`config.mk`:
```
export PLATFORM = sky130hd
export DESIGN_NAME = hack_rom_loader
export DESIGN_NICKNAME = d
export VERILOG_FILES = /design/src/rtl/hack_loader_pkg.sv /design/src/rtl/hack_loader_timer.sv /design/src/rtl/hack_rom_loader.sv
export SDC_FILE = /design/constraint.sdc
export NUM_CORES = 1
export LEC_CHECK = 0
export ABC_AREA = 1
export BUFFER_PORTS_ARGS = -buffer_cell sky130_fd_sc_hd__buf_4
export CAP_MARGIN = 20
export CORE_UTILIZATION = 40
export CTS_CLUSTER_SIZE = 12
export DETAILED_ROUTE_END_ITERATION = 16
export PLACE_DENSITY = 0.58
export SLEW_MARGIN = 40
export SYNTH_ARGS = -nofsm -noshare
export SYNTH_HDL_FRONTEND = slang
export SYNTH_SLANG_ARGS = --single-unit
```
`constraint.sdc`:
```
create_clock -name clk -period 2.6 [get_ports clk]
set_clock_uncertainty 0.2 [all_clocks]
set_input_delay 0 -clock clk [delete_from_list [all_inputs] [get_ports clk]]
set_output_delay 0 -clock clk [all_outputs]
set_load 0.05 [all_outputs]
```
`src/rtl/hack_loader_pkg.sv`:
```
// hack_loader_pkg: shared types and helpers for the HACK serial ROM loader.
// Optional feature macro used by the loader: HACK_LOADER_CHECKSUM_EN.
package hack_loader_pkg;

  // Frame parser states
  typedef enum logic [2:0] {
    IDLE,
    LEN_HI,
    LEN_LO,
    DATA,
    CSUM
  } state_t;

  // Start-of-frame marker
  localparam logic [7:0] SYNC_BYTE = 8'hA5;

  // Number of serial bytes that carry one ROM word
  function automatic int calc_bpw(input int data_w);
    return (data_w + 7) / 8;
  endfunction

endpackage

```
`src/rtl/hack_loader_timer.sv`:
```
// hack_loader_timer: inter-byte watchdog for the loader.
// expired asserts once TIMEOUT_CYCLES consecutive cycles have passed with
// enable high and no kick; a kick in the expiry cycle itself reloads it.
module hack_loader_timer #(
  parameter int TIMEOUT_CYCLES = 50_000_000
) (
  input  logic clk,
  input  logic rst,
  input  logic enable,
  input  logic kick,
  output logic expired
);

  localparam int CNT_W = $clog2(TIMEOUT_CYCLES + 1);

  logic [CNT_W-1:0] count_reg;

  // Count silent cycles while a frame is open; saturate at the expiry value
  always_ff @(posedge clk or posedge rst) begin
    if (rst) begin
      count_reg <= '0;
    end else if (kick || !enable) begin
      count_reg <= '0;
    end else if (!expired) begin
      count_reg <= count_reg + CNT_W'(1);
    end
  end

  // The count starts at 0 in the first silent cycle, so TIMEOUT_CYCLES-1
  // marks the TIMEOUT_CYCLES-th silent cycle.
  assign expired = enable && (count_reg == CNT_W'(TIMEOUT_CYCLES - 1));

endmodule

```
`src/rtl/hack_rom_loader.sv`:
```
// hack_rom_loader: frames the UART byte stream (SYNC, LEN_HI, LEN_LO, data,
// optional CSUM), assembles big-endian words and writes them to HACK ROM
// with an auto-incrementing address while holding the CPU in reset.
// Optional feature macro: HACK_LOADER_CHECKSUM_EN (trailing 8-bit sum byte).
module hack_rom_loader
  import hack_loader_pkg::*;
#(
  parameter int DATA_W         = 16,
  parameter int ADDR_W         = 15,
  parameter int TIMEOUT_CYCLES = 50_000_000
) (
  input  logic              clk,
  input  logic              rst,
  input  logic [7:0]        rx_data,
  input  logic              rx_valid,
  output logic [ADDR_W-1:0] rom_addr,
  output logic [DATA_W-1:0] rom_data,
  output logic              rom_we,
  output logic              cpu_hold,
  output logic              load_done,
  output logic              load_err
);

  localparam int          BPW   = calc_bpw(DATA_W);
  localparam int          WW    = BPW * 8;
  localparam int          BCW   = (BPW > 1) ? $clog2(BPW) : 1;
  localparam logic [32:0] DEPTH = 33'd1 << ADDR_W;

  state_t            state_reg;
  logic [7:0]        len_hi_reg;
  logic [15:0]       words_rem_reg;
  logic [BCW-1:0]    byte_cnt_reg;
  logic [WW-1:0]     word_reg;
  logic [ADDR_W-1:0] rom_addr_reg;
  logic [DATA_W-1:0] rom_data_reg;
  logic              rom_we_reg;
  logic              cpu_hold_reg;
  logic              load_done_reg;
  logic              load_err_reg;
`ifdef HACK_LOADER_CHECKSUM_EN
  logic [7:0]        csum_reg;
`endif

  logic [WW-1:0] word_next;
  logic [15:0]   len_word;
  logic          last_byte;
  logic          timer_expired;

  // Shift the new byte in at the bottom; the oldest byte falls off the top
  assign word_next = WW'({word_reg, rx_data});
  assign len_word  = {len_hi_reg, rx_data};
  assign last_byte = (byte_cnt_reg == BCW'(BPW - 1));

  hack_loader_timer #(
    .TIMEOUT_CYCLES(TIMEOUT_CYCLES)
  ) u_timer (
    .clk    (clk),
    .rst    (rst),
    .enable (state_reg != IDLE),
    .kick   (rx_valid),
    .expired(timer_expired)
  );

  // Frame parser, word assembly and registered ROM/CPU control outputs
  always_ff @(posedge clk or posedge rst) begin
    if (rst) begin
      state_reg     <= IDLE;
      len_hi_reg    <= '0;
      words_rem_reg <= '0;
      byte_cnt_reg  <= '0;
      word_reg      <= '0;
      rom_addr_reg  <= '0;
      rom_data_reg  <= '0;
      rom_we_reg    <= 1'b0;
      cpu_hold_reg  <= 1'b0;
      load_done_reg <= 1'b0;
      load_err_reg  <= 1'b0;
`ifdef HACK_LOADER_CHECKSUM_EN
      csum_reg      <= '0;
`endif
    end else begin
      rom_we_reg    <= 1'b0;
      load_done_reg <= 1'b0;
      // Address moves on the cycle after the strobe so it is stable during it
      if (rom_we_reg) begin
        rom_addr_reg <= rom_addr_reg + ADDR_W'(1);
      end
      if (state_reg != IDLE && !rx_valid && timer_expired) begin
        load_err_reg <= 1'b1;
        state_reg    <= IDLE;
      end else begin
        case (state_reg)
          IDLE: begin
            if (rx_valid && rx_data == SYNC_BYTE) begin
              state_reg    <= LEN_HI;
              load_err_reg <= 1'b0;
              cpu_hold_reg <= 1'b1;
              rom_addr_reg <= '0;
`ifdef HACK_LOADER_CHECKSUM_EN
              csum_reg     <= '0;
`endif
            end
          end
          LEN_HI: begin
            if (rx_valid) begin
              len_hi_reg <= rx_data;
              state_reg  <= LEN_LO;
            end
          end
          LEN_LO: begin
            if (rx_valid) begin
              byte_cnt_reg  <= '0;
              words_rem_reg <= len_word;
              if (len_word == 16'd0) begin
`ifdef HACK_LOADER_CHECKSUM_EN
                state_reg     <= CSUM;
`else
                load_done_reg <= 1'b1;
                cpu_hold_reg  <= 1'b0;
                state_reg     <= IDLE;
`endif
              end else if ({17'd0, len_word} > DEPTH) begin
                load_err_reg <= 1'b1;
                state_reg    <= IDLE;
              end else begin
                state_reg <= DATA;
              end
            end
          end
          DATA: begin
            if (rx_valid) begin
              word_reg <= word_next;
`ifdef HACK_LOADER_CHECKSUM_EN
              csum_reg <= csum_reg + rx_data;
`endif
              if (last_byte) begin
                byte_cnt_reg  <= '0;
                rom_we_reg    <= 1'b1;
                rom_data_reg  <= word_next[DATA_W-1:0];
                words_rem_reg <= words_rem_reg - 16'd1;
                if (words_rem_reg == 16'd1) begin
`ifdef HACK_LOADER_CHECKSUM_EN
                  state_reg     <= CSUM;
`else
                  load_done_reg <= 1'b1;
                  cpu_hold_reg  <= 1'b0;
                  state_reg     <= IDLE;
`endif
                end
              end else begin
                byte_cnt_reg <= byte_cnt_reg + BCW'(1);
              end
            end
          end
          CSUM: begin
`ifdef HACK_LOADER_CHECKSUM_EN
            if (rx_valid) begin
              if (rx_data == csum_reg) begin
                load_done_reg <= 1'b1;
                cpu_hold_reg  <= 1'b0;
              end else begin
                load_err_reg <= 1'b1;
              end
              state_reg <= IDLE;
            end
`else
            state_reg <= IDLE;
`endif
          end
          default: state_reg <= IDLE;
        endcase
      end
    end
  end

  assign rom_addr  = rom_addr_reg;
  assign rom_data  = rom_data_reg;
  assign rom_we    = rom_we_reg;
  assign cpu_hold  = cpu_hold_reg;
  assign load_done = load_done_reg;
  assign load_err  = load_err_reg;

endmodule
```
Word-level counts from Yosys, hierarchy flattened. Cells that the tools add are included.

Add/sub/neg operators: 4. Order comparisons: 1. Equal/unequal tests: 21. Multiplexer cells: 48. Bitwise logic cells: 1. Reduce and logical (&&, ||, !) cells: 21.

Operators with widths (count): $mux W15 (4); $mux W26 (2); $mux W16 (3); $pmux W16 S2 (1); $add A26 B1 Y26 const B (1); $eq A26 B26 Y1 const B (1); $mux W1 (24); $ne A3 B3 Y1 const B (8); $mux W3 (7); $eq A16 B1 Y1 const B (1); $gt A16 B16 Y1 const B (1); $logic_not A16 Y1 (1); $sub A16 B1 Y16 const B (1); $add A15 B1 Y15 const B (1); $ne A2 B2 Y1 const B (6); $pmux W3 S4 (1); $reduce_and A5 Y1 (2); $reduce_bool A3 Y1 (3); $eq A8 B8 Y1 const B (1); $reduce_and A4 Y1 (2); $reduce_and A8 Y1 (1); $eq A3 B2 Y1 const B (2); $pmux W1 S2 (3); $reduce_and A3 Y1 (2); 12 further kinds (17).

Register bits: 97. Bits of input ports: 11. Output and inout bits: 35. Logic and storage cells: 108.

Logic depth before layout (Yosys ltp).
Depth after elaboration: 6. Depth in mapped cells: 12. Mapped depth without buffers: 12.

Hierarchy. A second synthesis with hierarchy kept.

Cell total of the unflattened synthesis: 714. Area, all modules: 5407.7 µm².

Modules (own cells, without submodules): hack_rom_loader (times used 1, cells each 443, area an instance 3613.5 µm², seq. area each 1751.7 µm²); hack_loader_timer (times used 1, cells each 271, area an instance 1794.2 µm², seq. area each 650.6 µm²).

Worst setup path after synthesis. OpenSTA, ideal clock, no wires.

Kind: reg2reg. Start: register rom_addr_reg[0], in the netlist rom_addr[0]. End: register rom_addr_reg[12], in the netlist rom_addr[12]. Library setup time: 132 ps. Arrival time: 1793 ps. Slack: 475 ps. Cell stages (with the launch flop): 10. Period minus slack after synthesis: 2125 ps. Cells stage by stage: dfrtp_1 > ha_1 > nand2_1 > nor2_1 > nand2_1 > nor2_2 > nand3_1 > nor2_1 > xor2_1 > nor2_1.

Cells in the longest elaborated chain, start to end: 5.

Ends and longest elaborated chain: start: declaration (RTL line hack_rom_loader.sv:34) `logic [ADDR_W-1:0] rom_addr_reg;`; start signal: assignment (RTL line hack_rom_loader.sv:86) `rom_addr_reg <= rom_addr_reg + ADDR_W'(1);`; $add A15 B1 Y15 (*) (RTL line hack_rom_loader.sv:86); $mux W15 (*) (RTL line hack_rom_loader.sv:85) `if (rom_we_reg) begin`; $mux W15 (RTL line hack_rom_loader.sv:94) `if (rx_valid && rx_data == SYNC_BYTE) begin`; $mux W15 (RTL line hack_rom_loader.sv:92) `case (state_reg)`; $mux W15 (*) (RTL line hack_rom_loader.sv:88) `if (state_reg != IDLE && !rx_valid && timer_expired) begin`.

Mark *: on every way between the ends. The rest lies on a longest branch, timed or not. A chain may end at the register's enable or synchronous reset.

Worst setup path in the final report.
Start: register state_reg[0]. End: register words_rem_reg[10].

Cells in the longest elaborated chain, start to end: 5. Elaborated cells between the ends (all ways): 13. Those cells by class: 5 x eq/ne; 1 x mux; 1 x bitwise; 6 x reduce/logical.

Ends and longest elaborated chain: start: declaration (RTL line hack_rom_loader.sv:29) `state_t state_reg;`; start signal: assignment (RTL line hack_rom_loader.sv:67) `state_reg <= IDLE;`; start signal: assignment (RTL line hack_rom_loader.sv:90) `state_reg <= IDLE;`; start signal: assignment (RTL line hack_rom_loader.sv:95) `state_reg <= LEN_HI;`; branches (longest 5 deep; another with $reduce_and A5 Y1); end signal: assignment (RTL line hack_rom_loader.sv:113) `words_rem_reg <= len_word;`; end signal: assignment (RTL line hack_rom_loader.sv:140) `words_rem_reg <= words_rem_reg - 16'd1;`; end: declaration (RTL line hack_rom_loader.sv:31) `logic [15:0] words_rem_reg;`.

Parallel ways; which one is timed is not known.

==> run metrics <==
Reg2Reg Depth 7; Reg-to-Reg Start state_reg[0]$_DFFE_PP0P_; DP Area 0.005610 mm2; final worst path period need 2081 ps; Routability Congestion 0.8567; area delta synth->final 18.81%; Routed Antenna Nets 0; detailed-route wire length 11550 um; sw frac 43.33%; vias in the first global route 4132; post-DP HPWL 8355 um; P_leak 2.860 nW; total CTS buffers 9; Worst VDD drop 0.0003632 V; Reg area 0.002402 mm2; WP data arrival 2130 ps; Yosys reg bits 96; worst setup path category reg -> reg; EDFF count, synth 0; post-synthesis sequential area ratio 47.28%; vias per inst 4.905; mapped cell area 0.005081 mm2; die width 114.7 um; Multi-input gate area 0.002344 mm2; Util after Layout 49.44%; fraction of layout cells with a size suffix above 1 14.03%; status completed; # fillers 1233; post-CTS setup buffer count 0; fmax 480.6 MHz; Cell Int Power 3.366 mW; IO buf count 45; max reg flops 26; die area 0.01316 mm2; setup TNS 0 ps; Syn Nets 677; Hold Crit Class in -> async; first-pass GRT wire length 20240 um; CP startpoint kind flip-flop; total core area 0.01221 mm2; fin crit share 80.03%; end of the critical path words_rem_reg[10]$_DFFE_PP0P_; pwr dens 983.8 mW/mm2; reg2reg setup slack 520 ps; ANT cells 0; Setup Viol. Count Final 0; CP Launch Point state_reg[0]$_DFFE_PP0P_; routed length per instance 12.91 um; CTS max path bufs 2; Non-Filler Cell Area, Final 0.006037 mm2; DRC 0; final hold slack 115.4 ps; unrepaired setup endpoints after global routing false; Cells after Synth 662; Reg power frac 38.3%; Starting DRT DRC Count 334; htree depth 3; Power Total 5.939 mW; Required @ worst endpoint 2650 ps; # rows 40; TritonCTS sink count 96; Final #Nets 737; Clk network pwr share 22.9%; TritonRoute pass-1 iters 5; post-synthesis cell type count 41; Clock transition at path regs 80 ps; Synth async-reset ratio 100.0%; Clock Tree Root clkbuf_16; worst slew pin tran 527.8 ps; total track usage 19.68%; Clk Latency, worst-skew pair 360 ps; worst-path maximum fanout 28; Final Hold Viols 0; CTS tree built; Starting Density 41.61%; Most used DFF post-synth dfrtp_1; Die Span Y 114.7 um; Max Cap Viol 0; CP endpoint kind flip-flop; largest net degree at the start of global routing 97; via total after detailed routing 4390; Warnings, synthesis 0; initial antenna violation count 0; Slew Limit Headroom 64.81%; r2r endpoint words_rem_reg[10]$_DFFE_PP0P_; Psw 2.574 mW; Slew Viols, Final 0; GR Overflow Total 0; combinational power share 38.8%; num ports 46; syn_area_per_cell 7.675 um2
[synthesized netlist by cell type (all sizes together), types with 7 or more instances]
master,count,area share (%)
a21oi,33,3.5
buf,9,1.1
dfrtp,96,47
inv,72,5.3
mux2,7,1.6
nand2,171,13
nand3,32,3.3
nor2,121,10
nor3,12,1.3
o21ai,56,5.5
xor2,12,2.1
[placed cells by master (no fill, tap or decap), drive strengths merged, types with 4 or more instances in the layout]
cell type	instances
buf	49
inv	75
a21oi	33
nand3	32
mux2	7
nand2	171
dlygate4sd3	12
nor3	12
nand4	5
o21ai	56
xor2	12
clkbuf	9
dfrtp	96
nor3b	5
nor2	121
nand3b	5
ha	4
[worst max-delay path: stages (launching register included)]
cell and delay (ps):
dfrtp_1 530, nand2_4 220, inv_2 400, a21oi_4 110, inv_2 200, a21oi_1 70
o21ai_0 180, inv_1 50
[routing by layer]
layer	vias to the layer above	global-route usage (%)	share of wire (%)
met5	-	0	0
li1	2241	-	-
met1	2051	28.60	51
met4	0	8.312	1.7
met3	13	2.965	4.6
met2	85	29.25	43
[worst min path at each step]
stage	cells past startpoint	from	to
finish	4	rst	words_rem_reg[3]$_DFFE_PP0P_
global route	4	rst	words_rem_reg[1]$_DFFE_PP0P_
CTS	4	rst	words_rem_reg[4]$_DFFE_PP0P_
detailed placement	3	rst	words_rem_reg[4]$_DFFE_PP0P_
global placement	3	rst	words_rem_reg[3]$_DFFE_PP0P_
floorplan	2	rx_data[1]	rom_data[1]$_DFFE_PP0P_
[what timing repair did]
| item | 4_1_cts | 5_1_grt |
|---|---|---|
| hold buffers | 12 | 0 |
| resized for setup | 0 | 0 |
| endpoints found under the hold margin | 145 | 0 |
[layout make-up]
cell class                      count  area share [%]
Timing Repair Buffer               61           8.290
Multi-Input combinational cell    482           38.82
Clock buffer                        9           3.731
Inverter                           72           4.539
Clock inverter                      7           1.347
Sequential cell                    96           39.79
Tap cell                          168           3.482
[power groups by stage]
stage / logic, mW / registers [mW] / clock network [mW]
2_1_floorplan: 1.18 / 2.77 / 0
3_3_place_gp: 2.26 / 2.29 / 0
3_5_place_dp: 2.29 / 2.30 / 0
4_1_cts: 2.32 / 2.27 / 1.40
5_1_grt: 2.59 / 2.34 / 1.47
6_report: 2.31 / 2.28 / 1.36
[per-stage QoR]
stage | instances | setup WS (ps)
final | 895 | 519.3
after global routing | 895 | 314.4
after CTS | 895 | 543.6
after detailed placement | 867 | 551.2
after global placement | 867 | 632.6
after floorplan | 662 | 475.4
[cell families (layout without fill, tap and decap cells)]
logic type               after synthesis  after routing  synth area share [%]
buffers and inverters                 84            149                 6.599
adder cells (fa/ha/maj)                4              4                0.9850
AO/OA/AOI/OAI                         99             99                 10.42
multiplexers                           7              7                 1.551
AND/OR/NAND/NOR                      358            358                 30.76
XOR/XNOR                              14             14                 2.413
flip-flops                            96             96                 47.28
Power figures use the tool's default switching activity.
